==> src/rtl/mem_seq_ctrl.sv <==
`default_nettype none
// +---------------------------------------------------------------------------+
// | mem_seq_ctrl: multi-cycle SWP/SWPB and LDM/STM beat sequencer (execute)    |
// | Revision: 1.0                                                              |
// +---------------------------------------------------------------------------+
module mem_seq_ctrl #(
    parameter int NUM_REGS = 16,
    parameter int IDX_W    = $clog2(NUM_REGS),
    parameter int CNT_W    = $clog2(NUM_REGS + 1)
) (
    input  logic                clk,
    input  logic                rst_n,
    input  logic                en,
    input  logic                i_flush,
    input  logic                i_vld,
    input  logic [1:0]          i_mode,
    input  logic [NUM_REGS-1:0] i_reglist,
    output logic                o_hold,
    output logic                o_swp_wr,
    output logic                o_beat_vld,
    output logic [IDX_W-1:0]    o_beat_idx,
    output logic [CNT_W-1:0]    o_beat_cnt,
    output logic                o_first,
    output logic                o_last
);

    typedef enum logic [1:0] {
        IDLE   = 2'd0,
        SWP_WR = 2'd1,
        BLK    = 2'd2
    } state_t;

    localparam logic [1:0] MODE_SWP = 2'd1;
    localparam logic [1:0] MODE_BLK = 2'd2;

    state_t              state_q;
    logic [NUM_REGS-1:0] rem_q;
    logic [CNT_W-1:0]    cnt_q;
    logic                hold_q;
    logic                swp_wr_q;

    function automatic logic [IDX_W-1:0] lowest_idx(input logic [NUM_REGS-1:0] v);
        lowest_idx = '0;
        for (int i = NUM_REGS - 1; i >= 0; i--) begin
            if (v[i]) lowest_idx = IDX_W'(i);
        end
    endfunction

    function automatic logic is_onehot(input logic [NUM_REGS-1:0] v);
        is_onehot = (v != '0) && ((v & (v - NUM_REGS'(1))) == '0);
    endfunction

    // Two's-complement trick isolates the lowest set bit of a list.
    logic [NUM_REGS-1:0] in_low_mask;
    logic [NUM_REGS-1:0] rem_low_mask;
    logic [NUM_REGS-1:0] issue_rem_d;
    logic [NUM_REGS-1:0] blk_rem_d;
    logic                in_empty;
    logic                in_single;
    logic                rem_last;

    assign in_low_mask  = i_reglist & (~i_reglist + NUM_REGS'(1));
    assign rem_low_mask = rem_q & (~rem_q + NUM_REGS'(1));
    assign issue_rem_d  = i_reglist & ~in_low_mask;
    assign blk_rem_d    = rem_q & ~rem_low_mask;
    assign in_empty     = (i_reglist == '0);
    assign in_single    = is_onehot(i_reglist);
    assign rem_last     = is_onehot(rem_q);

    always_ff @(posedge clk or negedge rst_n) begin
        if (!rst_n) begin
            state_q  <= IDLE;
            rem_q    <= '0;
            cnt_q    <= '0;
            hold_q   <= 1'b0;
            swp_wr_q <= 1'b0;
        end else if (i_flush) begin
            state_q  <= IDLE;
            rem_q    <= '0;
            cnt_q    <= '0;
            hold_q   <= 1'b0;
            swp_wr_q <= 1'b0;
        end else if (en) begin
            case (state_q)
                IDLE: begin
                    if (i_vld && (i_mode == MODE_SWP)) begin
                        state_q  <= SWP_WR;
                        hold_q   <= 1'b1;
                        swp_wr_q <= 1'b1;
                    end else if (i_vld && (i_mode == MODE_BLK) && !in_empty && !in_single) begin
                        state_q <= BLK;
                        rem_q   <= issue_rem_d;
                        cnt_q   <= CNT_W'(1);
                        hold_q  <= 1'b1;
                    end
                end
                SWP_WR: begin
                    state_q  <= IDLE;
                    hold_q   <= 1'b0;
                    swp_wr_q <= 1'b0;
                end
                BLK: begin
                    rem_q <= blk_rem_d;
                    if (rem_last) begin
                        state_q <= IDLE;
                        cnt_q   <= '0;
                        hold_q  <= 1'b0;
                    end else begin
                        cnt_q <= cnt_q + CNT_W'(1);
                    end
                end
                default: begin
                    state_q  <= IDLE;
                    rem_q    <= '0;
                    cnt_q    <= '0;
                    hold_q   <= 1'b0;
                    swp_wr_q <= 1'b0;
                end
            endcase
        end
    end

    // Beat outputs follow the issuing instruction in IDLE and the remaining list in BLK.
    always_comb begin
        o_beat_vld = 1'b0;
        o_beat_idx = '0;
        o_beat_cnt = '0;
        o_first    = 1'b1;
        o_last     = 1'b1;
        case (state_q)
            IDLE: begin
                if (i_vld && (i_mode == MODE_SWP)) begin
                    o_last = 1'b0;
                end else if (i_vld && (i_mode == MODE_BLK) && !in_empty) begin
                    o_beat_vld = 1'b1;
                    o_beat_idx = lowest_idx(i_reglist);
                    o_last     = in_single;
                end
            end
            SWP_WR: begin
                o_first = 1'b0;
            end
            BLK: begin
                o_beat_vld = 1'b1;
                o_beat_idx = lowest_idx(rem_q);
                o_beat_cnt = cnt_q;
                o_first    = 1'b0;
                o_last     = rem_last;
            end
            default: begin
                o_first = 1'b1;
            end
        endcase
    end

    assign o_hold   = hold_q;
    assign o_swp_wr = swp_wr_q;

endmodule
`default_nettype wire

==> config.mk <==
export PLATFORM = sky130hd
export DESIGN_NAME = mem_seq_ctrl
export DESIGN_NICKNAME = d
export VERILOG_FILES = /design/src/rtl/mem_seq_ctrl.sv
export SDC_FILE = /design/constraint.sdc
export NUM_CORES = 1
export LEC_CHECK = 0
export CAP_MARGIN = 20
export CORE_MARGIN = 2
export CORE_UTILIZATION = 53
export DETAILED_ROUTE_END_ITERATION = 12
export GPL_TIMING_DRIVEN = 0
export PLACE_DENSITY = 0.85
export SLEW_MARGIN = 20
export SYNTH_ARGS = -nofsm -noshare
export SYNTH_HDL_FRONTEND = slang
export SYNTH_SLANG_ARGS = --single-unit
export TNS_END_PERCENT = 5
==> constraint.sdc <==
create_clock -name clk -period 4.7 [get_ports clk]
set_input_delay 0.94 -clock clk [delete_from_list [all_inputs] [get_ports clk]]
set_output_delay 0.94 -clock clk [all_outputs]
set_load 0.03 [all_outputs]
Yosys cells after proc, flatten, opt, wreduce, memory -nomap -nowiden

Index checks and enable logic that the tools add are counted.

Equality and inequality tests: 11
Mux-type cells: 70
$add $sub $neg: 5
Reduce and logical (&&, ||, !) cells: 19
Bitwise operators: 10

Operators with widths:

| kind                                                                 | number |
|---|---|
| 4-bit two-way mux                                                    | 34 |
| 16-bit bitwise AND                                                   | 6 |
| 16-bit two-way mux                                                   | 4 |
| 16-bit inverter                                                      | 4 |
| 16-bit logical NOT                                                   | 3 |
| 16-bit case mux with 3 select lines                                  | 1 |
| 16-bit by 1-bit adder with 16-bit output, second input constant      | 2 |
| 16-bit nonzero test                                                  | 2 |
| 16-bit by 1-bit subtractor with 16-bit output, second input constant | 2 |
| 5-bit two-way mux                                                    | 6 |
| 5-bit case mux with 3 select lines                                   | 1 |
| 1-bit two-way mux                                                    | 13 |
| 3-bit != test, second input constant                                 | 4 |
| 2-bit two-way mux                                                    | 5 |
| 1-bit case mux with 2 select lines                                   | 4 |
| 4-bit case mux with 2 select lines                                   | 1 |
| 1-bit logical AND                                                    | 6 |
| 3-bit AND reduction                                                  | 2 |
| 5-bit by 1-bit adder with 5-bit output, second input constant        | 1 |
| 2-bit by 1-bit == test with 1-bit output, second input constant      | 2 |
| 2-bit == test, second input constant                                 | 2 |
| 2-bit != test, second input constant                                 | 2 |
| 4-bit != test, second input constant                                 | 1 |
| 2-bit case mux with 2 select lines                                   | 1 |
| 5 further kinds                                                      | 6 |

Output and inout port bits: 14
Input port bits: 23
Word-level logic and storage cells: 120
Register bits after elaboration: 25

Logic depth before layout (Yosys ltp)

Gate-level depths: netlist of the first run.

Depth in word-level cells: 19
Mapped depth: 10

Worst setup path before layout of the first run

No wires, ideal clock.

Kind: input-to-output
Start point: in i_reglist[5]
End point: out o_last
Slack: 0.009 ns
Path buffers: 1
Arrival time: 3.751 ns
Cell stages on the path: 7
Cell sequence: or4_1 clkbuf_1 or3_4 o32a_1 or4_4 o21a_1 o21ai_0

Word-level cells in the longest chain between the ends: 7
Elaborated cells between the ends (all ways): 11

Ends and longest elaborated chain:

| item                                          | RTL line | RTL |
|---|---|---|
| start, declared                               | 17       | `input logic [NUM_REGS-1:0] i_reglist,` |
| 16-bit by 1-bit subtractor with 16-bit output | 50       | `is_onehot = (v != '0) && ((v & (v - NUM_REGS'(1))) == '0);` |
| 16-bit bitwise AND                            | 50       |  |
| 16-bit logical NOT                            | 50       |  |
| 1-bit logical AND                             | 50       |  |
| 1-bit two-way mux (*)                         | 134      | `end else if (i_vld && (i_mode == MODE_BLK) && !in_empty) begin` |
| 1-bit two-way mux (*)                         | 132      | `if (i_vld && (i_mode == MODE_SWP)) begin` |
| 1-bit case mux with 2 select lines (*)        | 130      | `case (state_q)` |
| end, declared                                 | 24       | `output logic o_last` |

Mark *: on every way between the ends. The rest lies on a longest branch, timed or not.

Worst setup path in the final report of the first run

Start point: in i_reglist[3]
End point: out o_last

The elaborated chain is that of the path after synthesis.

==> impl_metrics.json, run 1 <==
{
  "finalWorstSetupSlack_ps": 30.7,
  "antenna_found_initial": 0,
  "grt_pass1_wl_um": 10100,
  "clock_latency_ps": 280,
  "grt_setup_unrepaired": "true",
  "hold_class": "register to register",
  "nets": 346,
  "synth_edf_count": 0,
  "area_growth_pct": 23.8,
  "fillCellCount": 326,
  "met2_usage_pct": 48.4,
  "ys_warn_count": 0,
  "grtUsageMet1_pct": 40.3,
  "die_height_um": 66.6,
  "grt-busiest-layer": "met2",
  "dieArea_mm2": 0.00444,
  "worstMarginPinSlew_ps": 1070,
  "cts_hold_buf": 0,
  "fmax_mhz": 214,
  "holdPathStages": 1,
  "cp.arrival_ps": 3730,
  "slowest_delay_ps": 520,
  "max_slew_margin_pct": 28.2,
  "async_flop_share_pct": 100,
  "instances_no_fill": 366,
  "syn_avg_cell_area_um2": 7.45,
  "dp.cells": 362,
  "vias_per_cell": 6.34,
  "endpoint_kind": "output pin",
  "synth_cell_types": 53,
  "cts_buffer_depth": 2,
  "synth_nets": 306,
  "synth_top_area_share_pct": 28.9,
  "vias": 2321,
  "yosysSeqAreaShare_pct": 28.9,
  "initial_core_util_pct": 56.0,
  "synthCells": 279,
  "cts_tree": "yes",
  "detailed_place_hpwl_um": 4390,
  "met3_usage_pct": 1.52,
  "post-route-drc-count": 0,
  "final_cell_mix": "nor2_1, o21ai_0, dfrtp_1",
  "cpMaxStageDelayCell": "or4_4",
  "p_per_area_mw_per_mm2": 300,
  "coreArea_mm2": 0.00372,
  "wl_per_cell_um": 16.0,
  "leakage_nw": 1.05,
  "wl_um": 5850,
  "worstSetupPathType": "primary input to output pin",
  "yosys.area.top_type": "dfrtp_1",
  "fin_crit_sh_pct": 99.3,
  "grt_pass1_vias": 2197,
  "ir_drop_uv": 135,
  "path_max_fanout": 7,
  "pre_cts_slack_ps": -820,
  "grt_usage_pct": 29.3,
  "numPortBuffers": 35,
  "dpl_cell_area_mm2": 0.00249,
  "reg2reg_slack_ps": 1510,
  "grt.overflow.total": 0,
  "io_pins": 37,
  "syn-cell-area_mm2": 0.00208,
  "finalSetupViolCount": 0,
  "gp_congestion": 0.964,
  "p_total_mw": 0.772,
  "setup_tns_ps": 0,
  "rows": 22,
  "synth_area_leaders": "dfrtp_1, o21ai_0, nor2_1",
  "cts-root-buf": "clkbuf_8",
  "mostFrequentLayoutCell": "nor2_1",
  "ant_nets": 0,
  "dr.pass1.iters": 5,
  "yosys_most_used_dff": "dfrtp_1",
  "drt-initial-drc-count": 224,
  "diodes": 0,
  "layout-drive-gt1-share_pct": 8.81,
  "whs_ps": 533,
  "cap_violations": 0,
  "cts.sinks": 24,
  "final_core_util_pct": 69.3,
  "grt_max_degree": 25,
  "htree_num_levels": 1,
  "final-max-slew-violation-count": 0,
  "outcome": "finished clean",
  "fin_skew_ps": 7.37,
  "cp.required_ps": 3760,
  "clkTransAtPathRegs_ps": 90,
  "cp-start-kind": "primary input",
  "die_x_um": 66.6,
  "postLayoutCellArea_mm2": 0.00257,
  "fin_crit_ps": 4670,
  "rr_worst_depth": 8,
  "cts_buffers": 3,
  "ys_ff_latch": 24,
  "crit_chain": "dlygate4sd2_1 > or4_1 > buf_2 > or3_4 > o32a_1 > or4_4 > o21a_1 > o21ai_1 > buf_4",
  "hold_violations": 0
}
==> kinds of logic (layout without fill, tap and decap cells) <==
family | Yosys count | after routing | synth area share [%]
and+or+nand+nor | 107 | 107 | 26.5
AOI/OAI and AO/OA | 102 | 102 | 32.2
buffers and inverters | 36 | 75 | 6.98
DFF | 24 | 24 | 28.9
adders and majority gates | 6 | 6 | 3.37
muxes | 4 | 4 | 2.11
==> worst paths after layout <==
path	start	endpoint
min	o_swp_wr	o_swp_wr
max in group asynchronous	rst_n	rem_q[3]
min in group asynchronous	rst_n	rem_q[5]
min reg2reg	o_swp_wr	o_swp_wr
max	i_reglist[3]	o_last
max reg2reg	rem_q[4]	state_q[1]
==> registers in the layout, indices dropped and copies added, names as in the netlist <==
name	flops
rem_q	15
o_hold	1
o_swp_wr	1
state_q	2
cnt_q	5
==> cell type report <==
cell class              instances  area, um^2  area share [%]
clock buffers                   3        41.3            1.60
plain buffers                  17        75.1            2.92
repair buffers                 37         349            13.6
flip-flops and latches         24         601            23.3
well taps                      48        60.1            2.33
clock inverters                 1        30.0            1.17
multi-input cells             219        1350            52.6
inverters                      17        63.8            2.48
==> routing by layer <==
metal	routed length, um	vias up
met5	0	-
met4	188	0
met3	282	23
met2	2800	97
met1	2580	1078
li1	-	1123
==> synthesized netlist by cell type (3+ instances only) <==
cell      count
nor4b_1       3
ha_1          4
nand3_1       8
o31ai_1       9
inv_1        17
o211ai_1      3
dfrtp_1      24
o21ai_1       8
and2_1        5
or4_1         9
o22ai_1       3
nand2b_1      3
nand2_1      22
clkbuf_1     14
nor2_1       31
o41ai_1       4
mux2_2        3
nor4_1        6
nor3_1        7
o21ai_0      30
a21oi_1      18
==> power breakdown <==
part           total, mW  internal (mW)  switching [mW]
logic              0.328          0.124           0.204
clock network      0.188          0.114          0.0736
registers          0.256          0.232          0.0244
==> worst max-delay path: cells and delay by family <==
family	cells	cell delay, ps
AOI/OAI and AO/OA	3	710
buffers and inverters	3	660
and+or+nand+nor	3	1420
==> timing repair <==
item / in CTS / in global routing
pin swaps: 2 / 0
setup buffers: 2 / 0
gates resized for setup: 24 / 5
setup endpoints to repair: 5 / 2
cloned: 0 / 0
(Power assumes the default switching activity.)
==> run 2: changes to the inputs <==
Settings changed: ABC_AREA from default to 1, CORE_UTILIZATION 53 to 49, PLACE_DENSITY 0.85 to 0.82, TNS_END_PERCENT 5 to default.
Clock period 4.7 ns to 4 ns, I/O delays scaled along.
==> impl_metrics.json, run 2 <==
{
  "rows": 25,
  "grt_setup_unrepaired": "false",
  "grt_usage_pct": 24.3,
  "r2r-start": "state_q[0]",
  "ant_nets": 0,
  "slowest_delay_ps": 720,
  "cts-root-buf": "clkbuf_8",
  "syn-cell-area_mm2": 0.00233,
  "fin_crit_ps": 3770,
  "synth_area_leaders": "dfrtp_1, nand2_1, inv_1",
  "path_max_fanout": 5,
  "cpMaxStageDelayCell": "clkdlybuf4s50_1",
  "rr_endpoint": "rem_q[4]",
  "nets": 471,
  "cts_hold_buf": 0,
  "instances_no_fill": 497,
  "async_flop_share_pct": 100,
  "sw_frac_of_total_pct": 50.9,
  "leakage_nw": 1.57,
  "largest_reg_flops": 15,
  "gp_congestion": 0.941,
  "hold_class": "primary input to async pin",
  "post-route-drc-count": 0,
  "initial_core_util_pct": 49.9,
  "antenna_found_initial": 0,
  "layout-drive-gt1-share_pct": 5.19,
  "cp.arrival_ps": 2970,
  "cp.required_ps": 3200,
  "power_switching_mw": 0.850,
  "drt-initial-drc-count": 224,
  "p_per_area_mw_per_mm2": 592,
  "cts_buffer_depth": 2,
  "synth_edf_count": 0,
  "post_cts.repair.setup_buffers": 0,
  "coreArea_mm2": 0.00466,
  "io_pins": 37,
  "vias": 2649,
  "setup_tns_ps": 0,
  "cap_violations": 0,
  "ir_drop_uv": 294,
  "crit_chain": "clkdlybuf4s50_1 > nor2_1 > nand2_1 > nor2_4 > inv_2 > o21ai_0 > nor2_1 > nand3_1 > o31ai_1 > clkdlybuf4s50_1",
  "cts.sinks": 24,
  "grt_max_degree": 25,
  "clock_latency_ps": 280,
  "diodes": 0,
  "cts_buffers": 3,
  "grt_pass1_wl_um": 10300,
  "cts_tree": "yes",
  "grt.overflow.total": 0,
  "endpoint_kind": "output pin",
  "die_x_um": 72.9,
  "ys_top_cells_by_count": "nand2_1, inv_1, nor2_1",
  "cp-start-kind": "primary input",
  "path_delay_family": "buffers and inverters",
  "detailed_place_hpwl_um": 4940,
  "die_height_um": 72.9,
  "fin_skew_ps": 5.39,
  "dr.pass1.iters": 5,
  "pwr-share-seq_pct": 24.3,
  "cts_resized": 0,
  "grt_pass1_vias": 2325,
  "top_register": "rem_q",
  "worstMarginPinSlew_ps": 555,
  "reg_top3": "rem_q: 15 flops, cnt_q: 5 flops, state_q: 2 flops",
  "yosys.area.top_type": "dfrtp_1",
  "synth_top_area_share_pct": 25.8,
  "wl_per_cell_um": 12.5,
  "outcome": "finished clean",
  "dp.cells": 493,
  "fmax_mhz": 265,
  "area_growth_pct": 21.1,
  "yosys_most_used_dff": "dfrtp_1",
  "worstSetupPathType": "primary input to output pin",
  "vias_per_cell": 5.33,
  "wl_um": 6210,
  "critical_path_buf_inv_count": 3,
  "max_slew_margin_pct": 63.0,
  "finalSetupViolCount": 0,
  "final_cell_mix": "nand2_1, inv_1, nor2_1",
  "synthCells": 404,
  "comb_power_share_pct": 62.5,
  "synth_nets": 431,
  "mostFrequentLayoutCell": "nand2_1",
  "dieArea_mm2": 0.00531,
  "clkTransAtPathRegs_ps": 90,
  "syn_avg_cell_area_um2": 5.76,
  "synth_cell_types": 30,
  "htree_num_levels": 1,
  "cell_internal_pwr_mw": 0.818,
  "synth_most_common_cell": "nand2_1",
  "final-max-slew-violation-count": 0,
  "reg2reg_slack_ps": 1810,
  "yosysSeqAreaShare_pct": 25.8,
  "ys_ff_latch": 24,
  "power.share.clock_pct": 13.2,
  "ys_warn_count": 0,
  "fin_crit_sh_pct": 94.4,
  "rr_worst_depth": 10,
  "hold_violations": 0,
  "numPortBuffers": 35
}
run 2: worst reg2reg max path, delay by kind of cell, from the launching register on:
family / cells / cell delay, ps
adders and majority gates: 1 / 210
and+or+nand+nor: 5 / 730
DFF: 1 / 410
buffers and inverters: 4 / 730
run 2: power groups by stage:
stage | registers, mW | logic (mW) | clock network (mW)
3_5_place_dp | 0.409 | 1.03 | 0
4_1_cts | 0.405 | 1.04 | 0.219
3_3_place_gp | 0.407 | 1.02 | 0
5_1_grt | 0.420 | 1.15 | 0.230
2_1_floorplan | 0.403 | 0.723 | 0
6_report | 0.405 | 1.04 | 0.221
run 2: worst max-delay path by stage:
stage                   from       endpoint  depth (start not counted)
5_1_grt        i_reglist[14]  o_beat_idx[3]                          9
4_1_cts         i_reglist[1]         o_last                         11
2_1_floorplan   i_reglist[7]  o_beat_idx[2]                          8
3_5_place_dp    i_reglist[1]         o_last                         11
3_3_place_gp    i_reglist[1]         o_last                         11
6_report        i_reglist[4]  o_beat_idx[3]                         10
run 2: through the flow:
stage          hold WS [ps]  cell area (um^2)  util (%)  power (mW)  setup WS (ps)
2_1_floorplan           464              2330         -        1.13           1030
3_3_place_gp            477              2740      58.9        1.43           15.6
3_5_place_dp            475              2740      58.8        1.44           10.8
4_1_cts                 502              2810      60.3        1.66           3.48
5_1_grt                 534              2820      60.5        1.80           51.8
6_report                497              2820      60.5        1.67            225
run 2: cell families after synthesis:
family                     count (synthesis)  synth area share (%)
DFF                                       24                  25.8
and+or+nand+nor                          267                  49.4
buffers and inverters                     73                  12.6
adders and majority gates                  4                  2.15
AOI/OAI and AO/OA                         33                  8.88
xor gates and xnor gates                   3                  1.13
run 2: per-layer routing:
metal	track usage [%]	wire length, um	vias up
li1	-	-	1351
met1	35.0	2930	1197
met2	39.4	2910	94
met3	2.21	302	7
met4	5.76	68	0
met5	0	0	-
run 2: layout make-up:
| class | count | area (um^2) |
|---|---|---|
| repair buffers | 35 | 353 |
| plain buffers | 12 | 63.8 |
| inverters | 61 | 229 |
| clock inverters | 1 | 30.0 |
| multi-input cells | 307 | 1430 |
| clock buffers | 3 | 41.3 |
| well taps | 54 | 67.6 |
| fillers | 464 | 1840 |
| flip-flops and latches | 24 | 601 |
